[src/rtl/divider_pkg.sv]
// Shared types and helpers for the divider issue controller and its result FIFO.
package divider_pkg;

  localparam int unsigned DIV_WIDTH = 5;
  localparam int unsigned DIV_TAG_W = 4;

  typedef struct packed {
    logic [DIV_WIDTH-1:0] quotient;
    logic [DIV_WIDTH-1:0] remainder;
    logic                 overflow;
    logic                 div_zero;
    logic [DIV_TAG_W-1:0] tag;
  } div_result_t;

  // Never returns zero so a 1-deep structure still gets a legal 1-bit pointer.
  function automatic int unsigned clog2(input int unsigned n);
    return (n <= 2) ? 1 : $clog2(n);
  endfunction

endpackage

[src/rtl/div_result_fifo.sv]
// Synchronous result FIFO; pointers wrap modulo DEPTH so any depth >= 1 works.
module div_result_fifo
  import divider_pkg::*;
#(
  parameter type         T     = div_result_t,
  parameter int unsigned DEPTH = 8
) (
  input  logic                        i_clk,
  input  logic                        i_reset,
  input  logic                        i_push,
  input  T                            i_wdata,
  input  logic                        i_pop,
  output T                            o_rdata,
  output logic [clog2(DEPTH+1)-1:0]   o_count
);

  localparam int unsigned PtrW = clog2(DEPTH);
  localparam int unsigned CntW = clog2(DEPTH + 1);

  T                r_mem [DEPTH];
  logic [PtrW-1:0] r_wr_ptr;
  logic [PtrW-1:0] r_rd_ptr;
  logic [CntW-1:0] r_count;
  logic            w_pop;

  function automatic logic [PtrW-1:0] ptr_inc(input logic [PtrW-1:0] p);
    return (p == PtrW'(DEPTH - 1)) ? '0 : p + PtrW'(1);
  endfunction

  assign w_pop = i_pop && (r_count != '0);

  always_ff @(posedge i_clk or posedge i_reset) begin
    if (i_reset) begin
      r_wr_ptr <= '0;
      r_rd_ptr <= '0;
      r_count  <= '0;
    end else begin
      if (i_push) r_wr_ptr <= ptr_inc(r_wr_ptr);
      if (w_pop)  r_rd_ptr <= ptr_inc(r_rd_ptr);
      case ({i_push, w_pop})
        2'b10:   r_count <= r_count + CntW'(1);
        2'b01:   r_count <= r_count - CntW'(1);
        default: r_count <= r_count;
      endcase
    end
  end

  always_ff @(posedge i_clk) begin
    if (i_push) r_mem[r_wr_ptr] <= i_wdata;
  end

  // Credit accounting upstream must make this unreachable.
  always_ff @(posedge i_clk) begin
    if (!i_reset) begin
      assert (!(i_push && !w_pop && (r_count == CntW'(DEPTH))))
        else $error("div_result_fifo: push while full");
    end
  end

  assign o_rdata = r_mem[r_rd_ptr];
  assign o_count = r_count;

endmodule

[src/rtl/divider_issue_ctrl.sv]
// Issue/credit controller around a fixed-latency, non-stallable divider pipe.
// Results are queued in a FIFO that is pre-reserved at accept time, so none is ever dropped.
module divider_issue_ctrl
  import divider_pkg::*;
#(
  parameter int unsigned WIDTH     = DIV_WIDTH,
  parameter int unsigned LATENCY   = 5,
  parameter int unsigned RES_DEPTH = 8,
  parameter int unsigned TAG_W     = DIV_TAG_W
) (
  input  logic                 clk,
  input  logic                 reset,
  input  logic                 in_valid,
  output logic                 in_ready,
  input  logic [2*WIDTH-1:0]   in_dividend,
  input  logic [WIDTH-1:0]     in_divisor,
  input  logic [TAG_W-1:0]     in_tag,
  output logic [2*WIDTH-1:0]   div_dividend,
  output logic [WIDTH-1:0]     div_divisor,
  input  logic [WIDTH-1:0]     div_quotient,
  input  logic [WIDTH-1:0]     div_remainder,
  input  logic                 div_overflow,
  input  logic                 div_error_div_zero,
  output logic                 out_valid,
  input  logic                 out_ready,
  output logic [WIDTH-1:0]     out_quotient,
  output logic [WIDTH-1:0]     out_remainder,
  output logic                 out_overflow,
  output logic                 out_div_zero,
  output logic [TAG_W-1:0]     out_tag,
  output logic                 busy
);

  localparam int unsigned CntW = clog2(RES_DEPTH + 1);

  typedef struct packed {
    logic [WIDTH-1:0] quotient;
    logic [WIDTH-1:0] remainder;
    logic             overflow;
    logic             div_zero;
    logic [TAG_W-1:0] tag;
  } res_t;

  logic [LATENCY-1:0] r_line_valid;
  logic [TAG_W-1:0]   r_line_tag [LATENCY];
  logic [CntW-1:0]    r_inflight_cnt;
  logic [CntW-1:0]    w_fifo_cnt;
  logic [CntW:0]      w_credit_used;
  logic               w_accept;
  logic               w_line_out;
  logic               w_pop;
  res_t               w_push_data;
  res_t               w_head;

  // Registered counts only, so a pop returns its credit one cycle later.
  assign w_credit_used = {1'b0, r_inflight_cnt} + {1'b0, w_fifo_cnt};
  assign in_ready      = w_credit_used < (CntW + 1)'(RES_DEPTH);
  assign w_accept      = in_valid && in_ready;
  assign w_line_out    = r_line_valid[LATENCY-1];
  assign w_pop         = out_valid && out_ready;

  always_ff @(posedge clk or posedge reset) begin
    if (reset) begin
      r_line_valid   <= '0;
      r_inflight_cnt <= '0;
      div_dividend   <= '0;
      div_divisor    <= '0;
      for (int unsigned i = 0; i < LATENCY; i++) r_line_tag[i] <= '0;
    end else begin
      r_line_valid[0] <= w_accept;
      for (int unsigned i = 1; i < LATENCY; i++) begin
        r_line_valid[i] <= r_line_valid[i-1];
        r_line_tag[i]   <= r_line_tag[i-1];
      end
      if (w_accept) begin
        r_line_tag[0] <= in_tag;
        div_dividend  <= in_dividend;
        div_divisor   <= in_divisor;
      end
      case ({w_accept, w_line_out})
        2'b10:   r_inflight_cnt <= r_inflight_cnt + CntW'(1);
        2'b01:   r_inflight_cnt <= r_inflight_cnt - CntW'(1);
        default: r_inflight_cnt <= r_inflight_cnt;
      endcase
    end
  end

  always_comb begin
    w_push_data           = '0;
    w_push_data.quotient  = div_quotient;
    w_push_data.remainder = div_remainder;
    w_push_data.overflow  = div_overflow;
    w_push_data.div_zero  = div_error_div_zero;
    w_push_data.tag       = r_line_tag[LATENCY-1];
  end

  div_result_fifo #(
    .T     (res_t),
    .DEPTH (RES_DEPTH)
  ) u_result_fifo (
    .i_clk   (clk),
    .i_reset (reset),
    .i_push  (w_line_out),
    .i_wdata (w_push_data),
    .i_pop   (w_pop),
    .o_rdata (w_head),
    .o_count (w_fifo_cnt)
  );

  assign out_valid     = (w_fifo_cnt != '0);
  assign out_quotient  = out_valid ? w_head.quotient  : '0;
  assign out_remainder = out_valid ? w_head.remainder : '0;
  assign out_overflow  = out_valid ? w_head.overflow  : 1'b0;
  assign out_div_zero  = out_valid ? w_head.div_zero  : 1'b0;
  assign out_tag       = out_valid ? w_head.tag       : '0;
  assign busy          = (|r_line_valid) || out_valid;

endmodule

[config.mk]
export PLATFORM = sky130hd
export DESIGN_NAME = divider_issue_ctrl
export DESIGN_NICKNAME = d
export VERILOG_FILES = /design/src/rtl/divider_pkg.sv /design/src/rtl/div_result_fifo.sv /design/src/rtl/divider_issue_ctrl.sv
export SDC_FILE = /design/constraint.sdc
export NUM_CORES = 1
export LEC_CHECK = 0
export CAP_MARGIN = 20
export CORE_MARGIN = 2
export CORE_UTILIZATION = 23
export DETAILED_ROUTE_END_ITERATION = 7
export GPL_TIMING_DRIVEN = 0
export SLEW_MARGIN = 10
export SYNTH_ARGS = -nofsm -noshare
export SYNTH_HDL_FRONTEND = slang
export SYNTH_HIERARCHICAL = 1
export SYNTH_SLANG_ARGS = --single-unit
[constraint.sdc]
create_clock -name clk -period 3.69 [get_ports clk]
set_input_delay 0.369 -clock clk [delete_from_list [all_inputs] [get_ports clk]]
set_output_delay 0.369 -clock clk [all_outputs]
set_load 0.05 [all_outputs]
Yosys cells after proc, flatten, opt, wreduce, memory -nomap -nowiden
Memories as Yosys holds them, arrays and structs flattened.
Index checks and enable logic that the tools add are counted.
{ "word_totals": {"reg_bits": 54, "out_inout_bits": 34, "input_bits": 35, "mem_count": 1, "rom_bits": 0, "ramBits": 128, "latch_bits": 0} }
{ "op_classes": {"reduce_logical": 8, "n_lt_le_gt_ge": 1, "muxes": 11, "shifts": 0, "n_eq_ne": 6, "n_div": 0, "n_mul": 0, "n_addsub": 7, "bitwise": 0} }
{ "mem_list": {"columns": ["name", "words", "word_bits", "rd", "rd_ports_with_merged_regs", "wr", "line_no", "source"], "rows": [
  ["u_result_fifo.r_mem", 8, 16, 1, 0, 1, "div_result_fifo.sv:20", "T r_mem [DEPTH];"]
]} }
{ "op_table": {"columns": ["op", "n"], "rows": [
  ["$pmux 4 s2", 2],
  ["$mux 5", 2],
  ["$add 4x1->4 const B", 2],
  ["$sub 4x1->4 const B", 2],
  ["$add 3x1->3 const B", 2],
  ["$eq 3x3->1 const B", 2],
  ["$mux 3", 2],
  ["$add 4x4->5", 1],
  ["$lt 5x4->1 const B", 1],
  ["$reduce_or 5->1", 1],
  ["$eq 2x1->1 const B", 2],
  ["$eq 2x2->1 const B", 2],
  ["$mux 1", 4],
  ["$mux 4", 1],
  ["$reduce_bool 2->1", 2],
  ["$reduce_bool 4->1", 1],
  ["$logic_and 1x1->1", 3],
  ["$logic_or 1x1->1", 1]
]} }

Logic depth before layout (Yosys ltp)
{ "depth": {"word_depth": 5, "depth_mapped": 10, "mapped_depth_nobuf": 10} }

Cells and area by module
Netlist, hierarchy kept.
{ "by_module_without_submodules": {"columns": ["module", "cells_each", "seq_area_each_um2", "instances", "area_per_inst_um2"], "rows": [
  ["div_result_fifo", 250, 4093.9, 1, 5544.1],
  ["divider_issue_ctrl", 123, 1101.1, 1, 1850.5]
]} }

Least setup slack after synthesis
OpenSTA, ideal clock, no wires.
{ "synth_path": {"path_kind": "reg-to-output", "start": "register u_result_fifo.r_count[1], in the netlist u_result_fifo/o_count[1]", "end": "output in_ready", "arrival_time_ps": 3521, "path_slack_ps": -200, "n_path_buf": 0, "t_required_ps": 3321, "path_stages_with_launch": 4, "path_cell_list": "dfrtp_1 -> ha_1 -> a31o_2 -> a2111oi_0"} }
{ "synth_between": {"elab_chain_cells": 2} }
{ "synth_lines": {"columns": ["item", "line_no", "source"], "rows": [
  ["start: declaration", "div_result_fifo.sv:23", "logic [CntW-1:0] r_count;"],
  ["start signal: assignment", "div_result_fifo.sv:41", "2'b10: r_count <= r_count + CntW'(1);"],
  ["start signal: assignment", "div_result_fifo.sv:42", "2'b01: r_count <= r_count - CntW'(1);"],
  ["start signal: assignment", "div_result_fifo.sv:43", "default: r_count <= r_count;"],
  ["$add 4x4->5", "divider_issue_ctrl.sv:56", "assign w_credit_used = {1'b0, r_inflight_cnt} + {1'b0, w_fifo_cnt};"],
  ["$lt 5x4->1", "divider_issue_ctrl.sv:57", "assign in_ready = w_credit_used < (CntW + 1)'(RES_DEPTH);"],
  ["end: declaration", "divider_issue_ctrl.sv:14", "output logic in_ready,"]
]} }
No other way between the ends.

Worst setup path in the final report
{ "layout_path": {"start": "register u_result_fifo.r_count[3], in the netlist u_result_fifo/o_count[3]", "end": "register r_inflight_cnt[3]"} }
{ "layout_between": {"elab_chain_cells": 5, "word_cells_on_any_way": 7, "classes_between": "1 x add/sub; 1 x order compare; 2 x eq/ne; 1 x mux; 2 x reduce/logical"} }
{ "layout_lines": {"columns": ["item", "line_no", "source"], "rows": [
  ["$add 4x4->5 *", "divider_issue_ctrl.sv:56", null],
  ["$lt 5x4->1 *", "divider_issue_ctrl.sv:57", null],
  ["$logic_and 1x1->1 *", "divider_issue_ctrl.sv:58", "assign w_accept = in_valid && in_ready;"],
  ["named net w_accept", "divider_issue_ctrl.sv:49", "logic w_accept;"],
  ["$eq 2x1->1 or $eq 2x2->1 (tied branches)", "divider_issue_ctrl.sv:80", "case ({w_accept, w_line_out})"],
  ["$pmux 4 s2 or $reduce_bool 2->1 (tied branches)", null, null],
  ["end signal: assignment", "divider_issue_ctrl.sv:81", "2'b10: r_inflight_cnt <= r_inflight_cnt + CntW'(1);"],
  ["end signal: assignment", "divider_issue_ctrl.sv:82", "2'b01: r_inflight_cnt <= r_inflight_cnt - CntW'(1);"],
  ["end signal: assignment", "divider_issue_ctrl.sv:83", "default: r_inflight_cnt <= r_inflight_cnt;"],
  ["end: declaration", "divider_issue_ctrl.sv:46", "logic [CntW-1:0] r_inflight_cnt;"]
]} }
Mark *: on every way through the listed nets, which the timed path passes. The rest lies on a longest branch.
A chain may end at the register's enable or synchronous reset.

==> out/results.ini <==
[global_route]
track_usage=0.09362
grt-ovfl-total=0
antenna_found_initial=0
grt_max_degree=41
grt_pass1_wl_mm=23.06
first_global_vias=4066

[placed_design]
pre_cts_slack_ns=0.06286
post_dp_cell_area_mm2=0.008745
dp_hpwl_mm=10.11
portBuffers=68
place_congestion=0.6948

[sta]
maxSlewHeadroom=0.4878
fin_crit_ns=3.536
finClkSkew_ns=0.01292
setup_slack_ns=0.1541
hold_viol_final=0
fmax_ghz=0.2828
final-max-slew-violation-count=0
rsz0062_at_grt=false
hold_ws_ns=0.1590
fin_crit_sh=0.9582
finalSetupTns_ns=0
tightest_slew_ns=0.7683
setup_violations=0

[critical_path]
reg2reg_from=u_result_fifo/o_count[3]$_DFFE_PP0P_
worstSetupStartpointType=flop
path_class=flop to flop
endpoint_kind=flop
worstPathMaxFanout=10
crit_arrival_ns=3.84
crit_start=u_result_fifo/o_count[3]$_DFFE_PP0P_
crit_required_ns=4.00
reg2reg_slack_ns=0.15

[synth]
yosys.cell_types.count=42
yosys.area_share.simple=0.04365
yosys.area.top_type=edfxtp_1
async_flop_share=0.2967
synth_edf_count=128
ys.flop_type=edfxtp_1
yosys-mux-area-fraction=0.1819
synth-compound-area-share=0.02115
synth_top_family_by_area=multiplexers
syn_avg_cell_area_um2=19.82
synth_xor_area_frac=0.005922
syn_nets=422
synth_area_mm2=0.007395
yosysTopAreaCellShare=0.5198
yosysWarnings=6
synth-seq-area-share=0.7025
synthCells=373
ys_top_cells_by_area=edfxtp_1 52%, dfrtp_1 18%, mux4_1 8.2%, mux2_4 3.7%, mux2_2 3.4%
synthAdderAreaFrac=0.02470
synth_seq_cells=182

[cts]
cts_buffers=17
holdBufCountCts=0
cts_root_buf=clkbuf_16
clkLatencyLatePin_ns=0.43
clk_pin_slew_worst_paths_ns=0.08
clock_path_buffers=2
h-tree-depth=4
clock_sink_count=182
tritoncts=yes

[power]
peakVddDrop_v=0.0005658
swShare=0.3769
leakage_uw=0.003330
seqPwrFrac=0.353
p_switching_uw=3146
power_uw=8346
powerDensity_mw_per_mm2=891.2
p_comb_frac=0.429
internal-power_uw=5200
p_clk_frac=0.218

[detailed_routing]
viasPerCell=4.111
avgRoutedWirePerCell_um=16.90
vias=3651
dr.pass1.iters=4
ant_nets=0
wirelength_mm=15.00
drtIter0Drc=216
route.detailed.drc=0

[floorplan]
coreArea_mm2=0.03164
num_rows=65
die_h_um=183.3
io_pins=69
start_util=0.2337
die-area_mm2=0.03360
die_w_um=183.3

[final_layout]
drive_gt1_frac=0.2510
final_nets=522
fill_cells=3039
fin_area_mm2=0.009365
synthToLayoutAreaGrowth_pct=26.65
diodes=0

[hold_path]
hold_class=input port to asynchronous set/reset pin

[run_status]
outcome=completed

[flow_run]
maxCapViolCount=0

[layout by cell type, fill, tap and decap left out, types with 3 or more instances in the layout]
cell type,instances
buf_6,6
xnor2_1,3
clkdlybuf4s50_1,68
clkbuf_16,17
clkbuf_1,4
dfrtp_1,53
inv_6,5
buf_4,6
nor2b_1,18
inv_1,11
nand3_1,3
a21oi_1,3
inv_8,4
mux4_1,23
nand2b_1,4
mux4_2,9
ha_1,13
buf_2,3
buf_8,6
o21ai_0,3
nor3b_1,3
nand2_1,5
mux2_4,18
mux2_2,22
edfxtp_1,128
nor2_2,6
[cells by family after synthesis]
kind of cell    after synthesis
fa+ha+maj                    14
buf+inv                      27
xor+xnor                      5
compound gates               19
flops                       182
mux                          74
simple gates                 52
[cells in the mapped netlist (2+ instances only)]
cell type and count:
edfxtp_1 128, ha_1 13, a21oi_1 3, mux2_4 18, nor2b_1 18, a2111oi_0 2, nand2b_1 4, nand2_1 5
mux2_2 22, clkbuf_1 6, xor2_1 2, nand3_1 3, or4b_2 2, dfrtp_1 54, xnor2_1 3, buf_2 2
mux4_1 23, a21o_1 2, nor2_1 8, nor3b_1 3, nor3_1 4, inv_1 12, buf_6 6, o21ai_0 3
mux4_2 9, mux2i_1 2
[per-layer routing]
metal / GRT usage / routed length, um / share of wire / up-vias
li1: - / - / - / 1679
met1: 0.1120 / 6651 / 0.44 / 1870
met2: 0.1614 / 7470 / 0.50 / 87
met3: 0.02423 / 656 / 0.044 / 15
met4: 0.03648 / 225 / 0.015 / 0
met5: 0 / 0 / 0 / -
[flip-flops by register name, indices dropped and copies added (netlist names)]
signal	cells
div_dividend	10
div_divisor	5
r_inflight_cnt	4
r_line_tag	20
r_line_valid	5
u_result_fifo/o_count	4
u_result_fifo/r_mem	128
u_result_fifo/r_rd_ptr	3
u_result_fifo/r_wr_ptr	3
[cell type report]
type	instances	area [um2]	share of cell area
buffer	15	107.6	0.01149
sequential	182	5196	0.5548
inverter	12	45.04	0.004810
clock buffer	17	425.4	0.04542
multi-input combinational	164	2077	0.2218
tap	402	503.0	0.05371
timing repair buffer	81	835.8	0.08925
clock inverter	15	175.2	0.01870
[what timing repair did]
item | in CTS | in global routing
pin swaps | 1 | 0
cloned | 0 | 0
setup buffers | 2 | 0
endpoints found under the setup margin | 17 | 1
resized for setup | 3 | 1
[worst max-delay path, stage by stage, from the launching register on]
cell,delay [ns]
dfrtp_2,0.47
ha_1,0.31
or4b_4,0.55
a21oi_4,0.21
buf_6,0.20
inv_1,0.06
ha_1,0.27
ha_1,0.38
or4b_2,0.69
o311ai_0,0.14
o211ai_1,0.13
[worst paths after layout]
check                                                  endpoint  cells after the start
setup / recovery                  r_inflight_cnt[3]$_DFFE_PP0P_                     10
hold / removal                    r_inflight_cnt[3]$_DFFE_PP0P_                      2
setup reg to reg                  r_inflight_cnt[3]$_DFFE_PP0P_                     10
hold reg to reg                         r_line_tag[3]$_DFF_PP0_                      0
max in group asynchronous  u_result_fifo/o_count[3]$_DFFE_PP0P_                      2
min in group clk                        r_line_tag[3]$_DFF_PP0_                      0
[per-stage QoR]
step                      std cells    util
final                           888  0.2960
after global placement          843  0.2712
after detailed placement        854  0.2764
after global routing            888  0.2960
after CTS                       888  0.2960
after floorplan                 373       -
[power by group through the flow]
stage | registers (uW) | logic (uW) | clock network, uW
CTS | 2950 | 3650 | 1870
global route | 3010 | 3810 | 1940
finish | 2950 | 3580 | 1820
global placement | 2950 | 3500 | 0
detailed placement | 2990 | 3620 | 0
floorplan | 3200 | 2270 | 0
(Power assumes the default switching activity.)
